<file path="config.mk">
export PLATFORM = sky130hd
export DESIGN_NAME = link_tx_scheduler_flat
export DESIGN_NICKNAME = d
export VERILOG_FILES = /design/src/rtl/link_tx_scheduler_if.sv /design/src/rtl/link_tx_scheduler.sv /design/src/flat_wrapper.sv
export SDC_FILE = /design/constraint.sdc
export NUM_CORES = 1
export LEC_CHECK = 0
export ABC_AREA = 1
export CORE_UTILIZATION = 52
export DETAILED_ROUTE_END_ITERATION = 8
export PLACE_DENSITY = 0.88
export SLEW_MARGIN = 0
export SYNTH_ARGS = -nofsm -noshare
export SYNTH_HDL_FRONTEND = slang
export SYNTH_SLANG_ARGS = --single-unit
</file>
<file path="constraint.sdc">
create_clock -name clk -period 2 [get_ports clk]
set_clock_uncertainty 0.2 [all_clocks]
set_input_delay 0.3 -clock clk [delete_from_list [all_inputs] [get_ports clk]]
set_output_delay 0.3 -clock clk [all_outputs]
set_load 0.05 [all_outputs]
</file>
<file path="src/rtl/link_tx_scheduler_if.sv">
// link_tx_scheduler_if
//   Groups the link-side signals of the transmit scheduler.
//   slave  : the scheduler (consumes requests/completions, drives launches).
//   master : the surrounding logic (game logic, serial senders, receiver).
//   Data side     : send_data_req, data_send_done, ack_received,
//                   received_seqNum_h -> data_send_start, data_seqNum,
//                   data_req_done, retry_cnt, link_fail.
//   Handshake side: send_ready_ACK, ack_seqNum, send_game_lost,
//                   hnd_send_done -> hnd_send_start, hnd_pid, hnd_seqNum.
//   Control       : game_active, init_seqNum.
interface link_tx_scheduler_if;
  logic       game_active;
  logic       init_seqNum;
  logic       send_data_req;
  logic       data_send_done;
  logic       ack_received;
  logic       received_seqNum_h;
  logic       send_ready_ACK;
  logic       ack_seqNum;
  logic       send_game_lost;
  logic       hnd_send_done;
  logic       data_send_start;
  logic       data_seqNum;
  logic       data_req_done;
  logic       hnd_send_start;
  logic       hnd_pid;
  logic       hnd_seqNum;
  logic [3:0] retry_cnt;
  logic       link_fail;

  modport slave (
    input  game_active, init_seqNum, send_data_req, data_send_done,
           ack_received, received_seqNum_h, send_ready_ACK, ack_seqNum,
           send_game_lost, hnd_send_done,
    output data_send_start, data_seqNum, data_req_done, hnd_send_start,
           hnd_pid, hnd_seqNum, retry_cnt, link_fail
  );

  modport master (
    output game_active, init_seqNum, send_data_req, data_send_done,
           ack_received, received_seqNum_h, send_ready_ACK, ack_seqNum,
           send_game_lost, hnd_send_done,
    input  data_send_start, data_seqNum, data_req_done, hnd_send_start,
           hnd_pid, hnd_seqNum, retry_cnt, link_fail
  );
endinterface

</file>
<file path="src/rtl/link_tx_scheduler.sv">
// link_tx_scheduler
//   Schedules outgoing packets on a serial game link. A stop-and-wait data
//   FSM sends one frame at a time with an alternating sequence bit and
//   retransmits on ACK timeout, giving up after MAX_RETRIES retransmits.
//   An independent handshake FSM sends ACK and GAME_LOST packets, with
//   GAME_LOST taking priority when both are pending.
// Ports:
//   clk   : sole clock.
//   rst_l : asynchronous reset, active high (1 = reset).
//   lnk   : link_tx_scheduler_if.slave, all request/launch/status signals.
// Parameters:
//   TIMEOUT_CYCLES : cycles spent waiting for an ACK before retransmitting.
//   MAX_RETRIES    : retransmits allowed before link_fail (at most 15).
module link_tx_scheduler #(
  parameter int TIMEOUT_CYCLES = 200,
  parameter int MAX_RETRIES    = 7
) (
  input logic                clk,
  input logic                rst_l,
  link_tx_scheduler_if.slave lnk
);

  localparam int TIMER_W = (TIMEOUT_CYCLES > 1) ? $clog2(TIMEOUT_CYCLES) : 1;
  localparam logic [TIMER_W-1:0] TIMER_LAST = TIMER_W'(TIMEOUT_CYCLES - 1);
  localparam logic [3:0]         RETRY_MAX  = 4'(MAX_RETRIES);

  typedef enum logic [1:0] {D_IDLE, D_BUSY, D_WAIT_ACK, D_FAIL} d_state_t;
  typedef enum logic       {H_IDLE, H_BUSY} h_state_t;

  d_state_t           d_state_q, d_state_d;
  h_state_t           h_state_q, h_state_d;
  logic               tx_seq_q, tx_seq_d;
  logic [TIMER_W-1:0] timer_q, timer_d;
  logic [3:0]         retry_cnt_q, retry_cnt_d;
  logic               link_fail_q, link_fail_d;
  logic               data_send_start_q, data_send_start_d;
  logic               data_seq_num_q, data_seq_num_d;
  logic               data_req_done_q, data_req_done_d;
  logic               pend_ack_q, pend_ack_d;
  logic               pend_lost_q, pend_lost_d;
  logic               hnd_send_start_q, hnd_send_start_d;
  logic               hnd_pid_q, hnd_pid_d;
  logic               hnd_seq_num_q, hnd_seq_num_d;

  logic valid_ack;
  logic timeout;

  // The peer acknowledges a frame by returning the sequence bit it expects
  // next, i.e. the inverse of the bit we sent.
  assign valid_ack = lnk.ack_received && (lnk.received_seqNum_h != tx_seq_q);
  assign timeout   = (timer_q == TIMER_LAST);

  // Data FSM next state
  always_comb begin
    d_state_d         = d_state_q;
    tx_seq_d          = tx_seq_q;
    timer_d           = timer_q;
    retry_cnt_d       = retry_cnt_q;
    link_fail_d       = link_fail_q;
    data_send_start_d = 1'b0;
    data_req_done_d   = 1'b0;
    data_seq_num_d    = data_seq_num_q;

    if (!lnk.game_active) begin
      d_state_d   = D_IDLE;
      tx_seq_d    = lnk.init_seqNum;
      timer_d     = '0;
      retry_cnt_d = '0;
      link_fail_d = 1'b0;
    end else begin
      case (d_state_q)
        D_IDLE: begin
          if (lnk.send_data_req) begin
            data_send_start_d = 1'b1;
            data_seq_num_d    = tx_seq_q;
            d_state_d         = D_BUSY;
          end
        end
        D_BUSY: begin
          if (lnk.data_send_done) begin
            timer_d   = '0;
            d_state_d = D_WAIT_ACK;
          end
        end
        D_WAIT_ACK: begin
          // A valid ACK wins over a timeout landing on the same cycle.
          if (valid_ack) begin
            tx_seq_d        = ~tx_seq_q;
            retry_cnt_d     = '0;
            data_req_done_d = 1'b1;
            d_state_d       = D_IDLE;
          end else if (timeout) begin
            if (retry_cnt_q < RETRY_MAX) begin
              // Retransmit: data_seq_num_q still holds tx_seq_q.
              retry_cnt_d       = retry_cnt_q + 4'd1;
              data_send_start_d = 1'b1;
              d_state_d         = D_BUSY;
            end else begin
              link_fail_d = 1'b1;
              d_state_d   = D_FAIL;
            end
          end else begin
            timer_d = timer_q + TIMER_W'(1);
          end
        end
        D_FAIL: begin
          // Only a flush (game_active low) gets out of here.
        end
        default: d_state_d = D_IDLE;
      endcase
    end
  end

  // Handshake FSM next state
  always_comb begin
    h_state_d        = h_state_q;
    hnd_send_start_d = 1'b0;
    hnd_pid_d        = hnd_pid_q;
    hnd_seq_num_d    = hnd_seq_num_q;
    // Requests merge into the pending flags; a request arriving on the
    // cycle its flag is consumed re-sets it via the OR below.
    pend_ack_d       = pend_ack_q | lnk.send_ready_ACK;
    pend_lost_d      = pend_lost_q | lnk.send_game_lost;

    if (!lnk.game_active) begin
      h_state_d   = H_IDLE;
      pend_ack_d  = 1'b0;
      pend_lost_d = 1'b0;
    end else begin
      case (h_state_q)
        H_IDLE: begin
          if (pend_lost_q) begin
            hnd_send_start_d = 1'b1;
            hnd_pid_d        = 1'b0;
            pend_lost_d      = lnk.send_game_lost;
            h_state_d        = H_BUSY;
          end else if (pend_ack_q) begin
            hnd_send_start_d = 1'b1;
            hnd_pid_d        = 1'b1;
            hnd_seq_num_d    = lnk.ack_seqNum;
            pend_ack_d       = lnk.send_ready_ACK;
            h_state_d        = H_BUSY;
          end
        end
        H_BUSY: begin
          if (lnk.hnd_send_done) h_state_d = H_IDLE;
        end
        default: h_state_d = H_IDLE;
      endcase
    end
  end

  always_ff @(posedge clk or posedge rst_l) begin
    if (rst_l) begin
      d_state_q         <= D_IDLE;
      h_state_q         <= H_IDLE;
      tx_seq_q          <= 1'b0;
      timer_q           <= '0;
      retry_cnt_q       <= '0;
      link_fail_q       <= 1'b0;
      data_send_start_q <= 1'b0;
      data_seq_num_q    <= 1'b0;
      data_req_done_q   <= 1'b0;
      pend_ack_q        <= 1'b0;
      pend_lost_q       <= 1'b0;
      hnd_send_start_q  <= 1'b0;
      hnd_pid_q         <= 1'b0;
      hnd_seq_num_q     <= 1'b0;
    end else begin
      d_state_q         <= d_state_d;
      h_state_q         <= h_state_d;
      tx_seq_q          <= tx_seq_d;
      timer_q           <= timer_d;
      retry_cnt_q       <= retry_cnt_d;
      link_fail_q       <= link_fail_d;
      data_send_start_q <= data_send_start_d;
      data_seq_num_q    <= data_seq_num_d;
      data_req_done_q   <= data_req_done_d;
      pend_ack_q        <= pend_ack_d;
      pend_lost_q       <= pend_lost_d;
      hnd_send_start_q  <= hnd_send_start_d;
      hnd_pid_q         <= hnd_pid_d;
      hnd_seq_num_q     <= hnd_seq_num_d;
    end
  end

  assign lnk.data_send_start = data_send_start_q;
  assign lnk.data_seqNum     = data_seq_num_q;
  assign lnk.data_req_done   = data_req_done_q;
  assign lnk.hnd_send_start  = hnd_send_start_q;
  assign lnk.hnd_pid         = hnd_pid_q;
  assign lnk.hnd_seqNum      = hnd_seq_num_q;
  assign lnk.retry_cnt       = retry_cnt_q;
  assign lnk.link_fail       = link_fail_q;

endmodule

</file>
<file path="src/flat_wrapper.sv">
// flat-port wrapper written by rule: the top's interface ports become plain ports
module link_tx_scheduler_flat 
#(
  parameter int TIMEOUT_CYCLES = 200,
  parameter int MAX_RETRIES    = 7
)
  (clk, rst_l, lnk_game_active, lnk_init_seqNum, lnk_send_data_req, lnk_data_send_done, lnk_ack_received, lnk_received_seqNum_h, lnk_send_ready_ACK, lnk_ack_seqNum, lnk_send_game_lost, lnk_hnd_send_done, lnk_data_send_start, lnk_data_seqNum, lnk_data_req_done, lnk_hnd_send_start, lnk_hnd_pid, lnk_hnd_seqNum, lnk_retry_cnt, lnk_link_fail);
  link_tx_scheduler_if lnk_i ();
  input logic clk;
  input logic rst_l;
  input wire logic [$bits(lnk_i.game_active)-1:0] lnk_game_active;
  input wire logic [$bits(lnk_i.init_seqNum)-1:0] lnk_init_seqNum;
  input wire logic [$bits(lnk_i.send_data_req)-1:0] lnk_send_data_req;
  input wire logic [$bits(lnk_i.data_send_done)-1:0] lnk_data_send_done;
  input wire logic [$bits(lnk_i.ack_received)-1:0] lnk_ack_received;
  input wire logic [$bits(lnk_i.received_seqNum_h)-1:0] lnk_received_seqNum_h;
  input wire logic [$bits(lnk_i.send_ready_ACK)-1:0] lnk_send_ready_ACK;
  input wire logic [$bits(lnk_i.ack_seqNum)-1:0] lnk_ack_seqNum;
  input wire logic [$bits(lnk_i.send_game_lost)-1:0] lnk_send_game_lost;
  input wire logic [$bits(lnk_i.hnd_send_done)-1:0] lnk_hnd_send_done;
  output wire logic [$bits(lnk_i.data_send_start)-1:0] lnk_data_send_start;
  output wire logic [$bits(lnk_i.data_seqNum)-1:0] lnk_data_seqNum;
  output wire logic [$bits(lnk_i.data_req_done)-1:0] lnk_data_req_done;
  output wire logic [$bits(lnk_i.hnd_send_start)-1:0] lnk_hnd_send_start;
  output wire logic [$bits(lnk_i.hnd_pid)-1:0] lnk_hnd_pid;
  output wire logic [$bits(lnk_i.hnd_seqNum)-1:0] lnk_hnd_seqNum;
  output wire logic [$bits(lnk_i.retry_cnt)-1:0] lnk_retry_cnt;
  output wire logic [$bits(lnk_i.link_fail)-1:0] lnk_link_fail;
  assign lnk_i.game_active = lnk_game_active;
  assign lnk_i.init_seqNum = lnk_init_seqNum;
  assign lnk_i.send_data_req = lnk_send_data_req;
  assign lnk_i.data_send_done = lnk_data_send_done;
  assign lnk_i.ack_received = lnk_ack_received;
  assign lnk_i.received_seqNum_h = lnk_received_seqNum_h;
  assign lnk_i.send_ready_ACK = lnk_send_ready_ACK;
  assign lnk_i.ack_seqNum = lnk_ack_seqNum;
  assign lnk_i.send_game_lost = lnk_send_game_lost;
  assign lnk_i.hnd_send_done = lnk_hnd_send_done;
  assign lnk_data_send_start = lnk_i.data_send_start;
  assign lnk_data_seqNum = lnk_i.data_seqNum;
  assign lnk_data_req_done = lnk_i.data_req_done;
  assign lnk_hnd_send_start = lnk_i.hnd_send_start;
  assign lnk_hnd_pid = lnk_i.hnd_pid;
  assign lnk_hnd_seqNum = lnk_i.hnd_seqNum;
  assign lnk_retry_cnt = lnk_i.retry_cnt;
  assign lnk_link_fail = lnk_i.link_fail;
  link_tx_scheduler #(.TIMEOUT_CYCLES(TIMEOUT_CYCLES), .MAX_RETRIES(MAX_RETRIES)) u_core (.clk(clk), .rst_l(rst_l), .lnk(lnk_i));
endmodule
</file>
* Word-level counts from Yosys, hierarchy flattened
Cells that the tools add are included.
Word-level totals: bits in registers 25, input bits 12, output and inout bits 11, logic and storage cells 101
Operators by class: $add $sub $neg 2, $lt $le $gt $ge 1, equality and inequality tests 18, mux-type cells 50, bitwise operators 5, reduce and logical (&&, ||, !) cells 11
Operators by type and width (number):
- $mux 8 | 4
- $mux 1 | 31
- $mux 4 | 5
- $pmux 8 s2 | 1
- $reduce_and 4->1 | 4
- $mux 2 | 6
- $ne 3x3->1 const B | 4
- $ne 3x1->1 const B | 3
- $reduce_and 3->1 | 3
- $add 8x1->8 const B | 1
- $eq 8x8->1 const B | 1
- $ne 2x1->1 const B | 3
- $pmux 2 s3 | 1
- $add 4x1->4 const B | 1
- $lt 4x3->1 const B | 1
- $ne 2x2->1 const B | 2
- $ne 4x1->1 const B | 1
- $ne 4x2->1 const B | 1
- $pmux 1 s2 | 2
- $not 1->1 | 3
- $eq 2x1->1 const B | 1
- $eq 2x2->1 const B | 1
- $logic_not 2->1 | 1
- $or 1x1->1 | 2
- 4 further kinds | 4

* Longest topological paths before layout
depth after elaboration 6, mapped depth 11, gate-level depth less buffers 10

* Worst setup path after synthesis
OpenSTA, ideal clock, no wires.
path kind register -> register, start point register u_core.retry_cnt_q[0], in the netlist u_core.lnk.retry_cnt[0], end point register u_core.retry_cnt_q[2], in the netlist u_core.lnk.retry_cnt[2], library setup time 0.127 ns, arrival 1.453 ns, data required time 1.673 ns, setup slack 0.220 ns, stages on the path, launching flop included 10, buffers on the path 0, clock period less this slack 1.780 ns, cells stage by stage dfrtp_1 -> ha_1 -> nand2_1 -> nand2_1 -> inv_1 -> nand3_1 -> nand2_1 -> nand2_2 -> nand2_1 -> o21ai_0
Between the ends: word-level cells in the longest chain between the ends 6, elaborated cells between the ends (all ways) 9, those cells by class add/sub: 1; order compare: 1; eq/ne: 1; mux: 5; reduce/logical: 1
RTL lines:
- start, declared | line link_tx_scheduler.sv:34 | logic [3:0] retry_cnt_q, retry_cnt_d;
- start signal, assigned | line link_tx_scheduler.sv:174 | retry_cnt_q <= retry_cnt_d;
- $add 4x1->4 | line link_tx_scheduler.sv:95 | retry_cnt_d = retry_cnt_q + 4'd1;
- $mux 4 | line link_tx_scheduler.sv:93 | if (retry_cnt_q < RETRY_MAX) begin
- $mux 4 | line link_tx_scheduler.sv:92 | end else if (timeout) begin
- $mux 4 | line link_tx_scheduler.sv:87 | if (valid_ack) begin
- $mux 4 | line link_tx_scheduler.sv:71 | case (d_state_q)
- $mux 4 | line link_tx_scheduler.sv:64 | if (!lnk.game_active) begin
Parallel ways exist; a longest one is shown, timed or not. The select of a mux whose other input is x is not followed. A chain may end at the register's enable or synchronous reset.

* Worst setup path in the final report
start point register u_core.d_state_q[0], end point register u_core.timer_q[0]
Between the ends: word-level cells in the longest chain between the ends 3, elaborated cells between the ends (all ways) 9, those cells by class eq/ne: 6; mux: 2; reduce/logical: 1
RTL lines:
- start, declared | line link_tx_scheduler.sv:30 | d_state_t d_state_q, d_state_d;
- start signal, assigned | line link_tx_scheduler.sv:170 | d_state_q <= d_state_d;
- $eq 2x2->1 / $eq 2x1->1 (equally long branches) | line link_tx_scheduler.sv:71
- $ne 3x3->1 (no line), or another cell as far along
- $reduce_and 4->1 (no line) / $mux 8 (equally long branches)
- end signal, assigned | line link_tx_scheduler.sv:173 | timer_q <= timer_d;
- end, declared | line link_tx_scheduler.sv:33 | logic [TIMER_W-1:0] timer_q, timer_d;
Parallel ways exist; a longest one is shown, timed or not.

==> reports/qor.yml <==
logic_synthesis:
  synthesis.area_um2: 1418
  yosysTopAreaCell: "dfrtp_1"
  synth_cells: 191
  synth_warnings: 0
  synth_top_area_share_pct: 44.13
  syn_nets: 208
  ys_seq_elements: 25
  avgSynthCellArea_um2: 7.422
  synth_cell_types: 22
  seq_area_frac_synth_pct: 44.13
  ys_top_cells_by_area: "dfrtp_1, nand2_1, inv_1"
floorplanning:
  ios: 23
  die_h_um: 54.21
  fp.coreArea_um2: 2522
  rows: 18
  die_w_um: 54.21
  start_util_pct: 56.20
  dieArea_um2: 2939
pwr:
  pwr_density_cell_nw_per_um2: 818.4
  leakage_uw: 0.0009327
  seq_power_share_pct: 43.6
  p_sw_uw: 587.8
  combinationalPowerShare_pct: 39.2
  switching_share_pct: 41.36
  ir_drop_uv: 701.6
  internal_power_uw: 833.4
  clockPowerShare_pct: 17.2
global_route:
  grt_max_degree: 26
  antenna_found_initial: 0
  grt_overflow: 0
  grt_usage_pct: 23.82
  grt_pass1_vias: 1218
  grt_pass1_wl_mm: 5.030
clocking:
  post_cts_buffers: 0
  cts_buffers: 3
  cts-root-buf: "clkbuf_4"
  cts_tree: "yes"
  clkTransAtPathRegs_ns: 0.15
  clockBufferDepth: 2
  hold_buffers: 0
  cts_sinks: 25
  h-tree-depth: 1
  worstSkewPairLatency_ns: 0.33
worst_setup_path:
  cp_cell_sequence: "inv_1 > ha_1 > inv_1 > nand3_1 > nand2_1 > inv_1 > nand3_4 > inv_1 > nand2_1 > nand2_1"
  rr_worst_depth: 10
  critPathKind: "flop to flop"
  critPathArrivalTime_ns: 1.90
  start_kind: "flop"
  crit_fanout: 13
  critical-path-max-stage-delay_ns: 0.42
  critPathTopFamily: "simple AND/OR/NAND/NOR gates"
  worst_path_most_repeated_cell: "inv_1"
  path_buf_inv: 4
  r2r_start: "u_core.d_state_q[0]"
  cp.required_ns: 2.07
  cp-end-kind: "flop"
  rr_endpoint: "u_core.timer_q[0]"
  slowest_stage: "dfrtp_1"
  r2r_slack_ns: 0.17
route:
  vias: 1292
  routed.top_layer: "met4"
  wl_met1_mm: 1.358
  dr.first_iter.drc_count: 25
  postRouteAntennaNets: 0
  wl_met2_mm: 1.449
  vias_per_cell: 5.127
  first_pass_iters: 5
  wl_per_cell_um: 11.80
  wl_met3_um: 126
  wl_mm: 2.974
  drc: 0
run:
  drv_cap: 0
cells_and_area:
  final_common_cell: "nand2_1"
  antenna_cells: 0
  syn_to_final_growth_pct: 22.51
  final_core_utilization_pct: 68.85
  layout-drive-gt1-share_pct: 11.71
  layout_common_cells: "nand2_1, dfrtp_1, inv_1"
  nets: 240
  top_register: "u_core.timer_q"
  largest_register_ffs: 8
placed_design:
  portBuffers: 22
  gp_congestion: 0.8318
  dp.final_hpwl_mm: 2.293
timing:
  rsz0062_at_grt: "false"
  max_slew_margin_pct: 66.38
  setup_viol: 0
  timing.hold.ws_ns: 0.1077
  worst_pin_slew_ns: 0.5034
  slew_violations: 0
  hold_viol: 0
  period_minus_slack_ns: 1.827
  fmax_mhz: 547.3
  post-route-period-util_pct: 91.36
hold_path:
  worstHoldPathType: "primary input to async pin"
status:
  outcome: "completed"
[final cells by class]
class	count	area, um^2
timing repair buffer	30	272.8
inverter	24	90.09
clock inverter	1	8.758
tap	30	37.54
fill	200	785.8
sequential	25	625.6
multi-input combinational	139	679.4
clock buffer	3	22.52
[Yosys cell counts]
library cell,number
ha_1,5
or2_2,3
nand2_2,2
o31ai_1,2
nand3_2,2
o21bai_1,1
o21ai_0,14
nor2_1,17
nor3_1,2
nor2_2,1
o21ai_1,1
nand3_1,13
buf_6,2
nand2_1,65
mux2_2,1
o211ai_1,1
inv_2,1
inv_1,23
dfrtp_1,25
buf_4,1
nand4_1,6
a21oi_1,3
[power groups by stage]
stage               sequential [uW]  combinational, uW  clock, uW
floorplan                       761                274          0
global placement                628                552          0
detailed placement              631                562          0
CTS                             620                550        253
global route                    631                610        271
finish                          619                557        245
[kinds of logic (layout without fill, tap and decap cells)]
logic type	after synthesis	after routing	share of synthesized area, %
AO/OA/AOI/OAI	22	22	8.473
adder cells (fa/ha/maj)	5	5	4.413
buffers and inverters	27	58	8.473
flip-flops	25	25	44.13
multiplexers	1	1	0.7943
AND/OR/NAND/NOR	111	111	33.72
[worst reg2reg max path, stage by stage (launching register included)]
cell and delay [ns]:
dfrtp_1 0.42, inv_1 0.09, ha_1 0.26, inv_1 0.12, nand3_1 0.13, nand2_1 0.07
inv_1 0.09, nand3_4 0.15, inv_1 0.14, nand2_1 0.07, nand2_1 0.06
[repair_timing]
action | in CTS | in global routing
gates resized for setup | 4 | 4
setup endpoints to repair | 4 | 11
cloned | 0 | 0
[layer usage]
metal / track usage [%] / vias up
met3: 3.333 / 4
met5: 0 / -
met4: 8.547 / 0
li1: - / 670
met1: 29.15 / 587
met2: 42.28 / 31
[per-stage QoR]
step / cells / cell area [um^2] / TNS [ns] / setup slack (ns) / power [uW]
after CTS: 252 / 1722 / 0 / 0.003639 / 1422
after global routing: 252 / 1737 / 0 / 0.06411 / 1511
after floorplan: 191 / 1418 / 0 / 0.2197 / 1035
after detailed placement: 248 / 1695 / -0.01147 / -0.01096 / 1192
final: 252 / 1737 / 0 / 0.1729 / 1421
after global placement: 248 / 1695 / 0 / 0.03753 / 1180
[how the worst max path moves through the flow]
stage                               from                 endpoint  slack (ns)  depth (start not counted)
2_1_floorplan    u_core.lnk.retry_cnt[0]  u_core.lnk.retry_cnt[2]        0.22                          9
3_3_place_gp             lnk_game_active        u_core.timer_q[6]        0.04                         10
3_5_place_dp             lnk_game_active        u_core.timer_q[0]       -0.01                         10
4_1_cts        u_core.lnk.hnd_send_start       lnk_hnd_send_start       0.004                          1
5_1_grt              u_core.d_state_q[0]        u_core.timer_q[0]        0.06                         10
6_report             u_core.d_state_q[0]        u_core.timer_q[0]        0.17                         10
No activity file was read; power rests on OpenSTA's default activity.
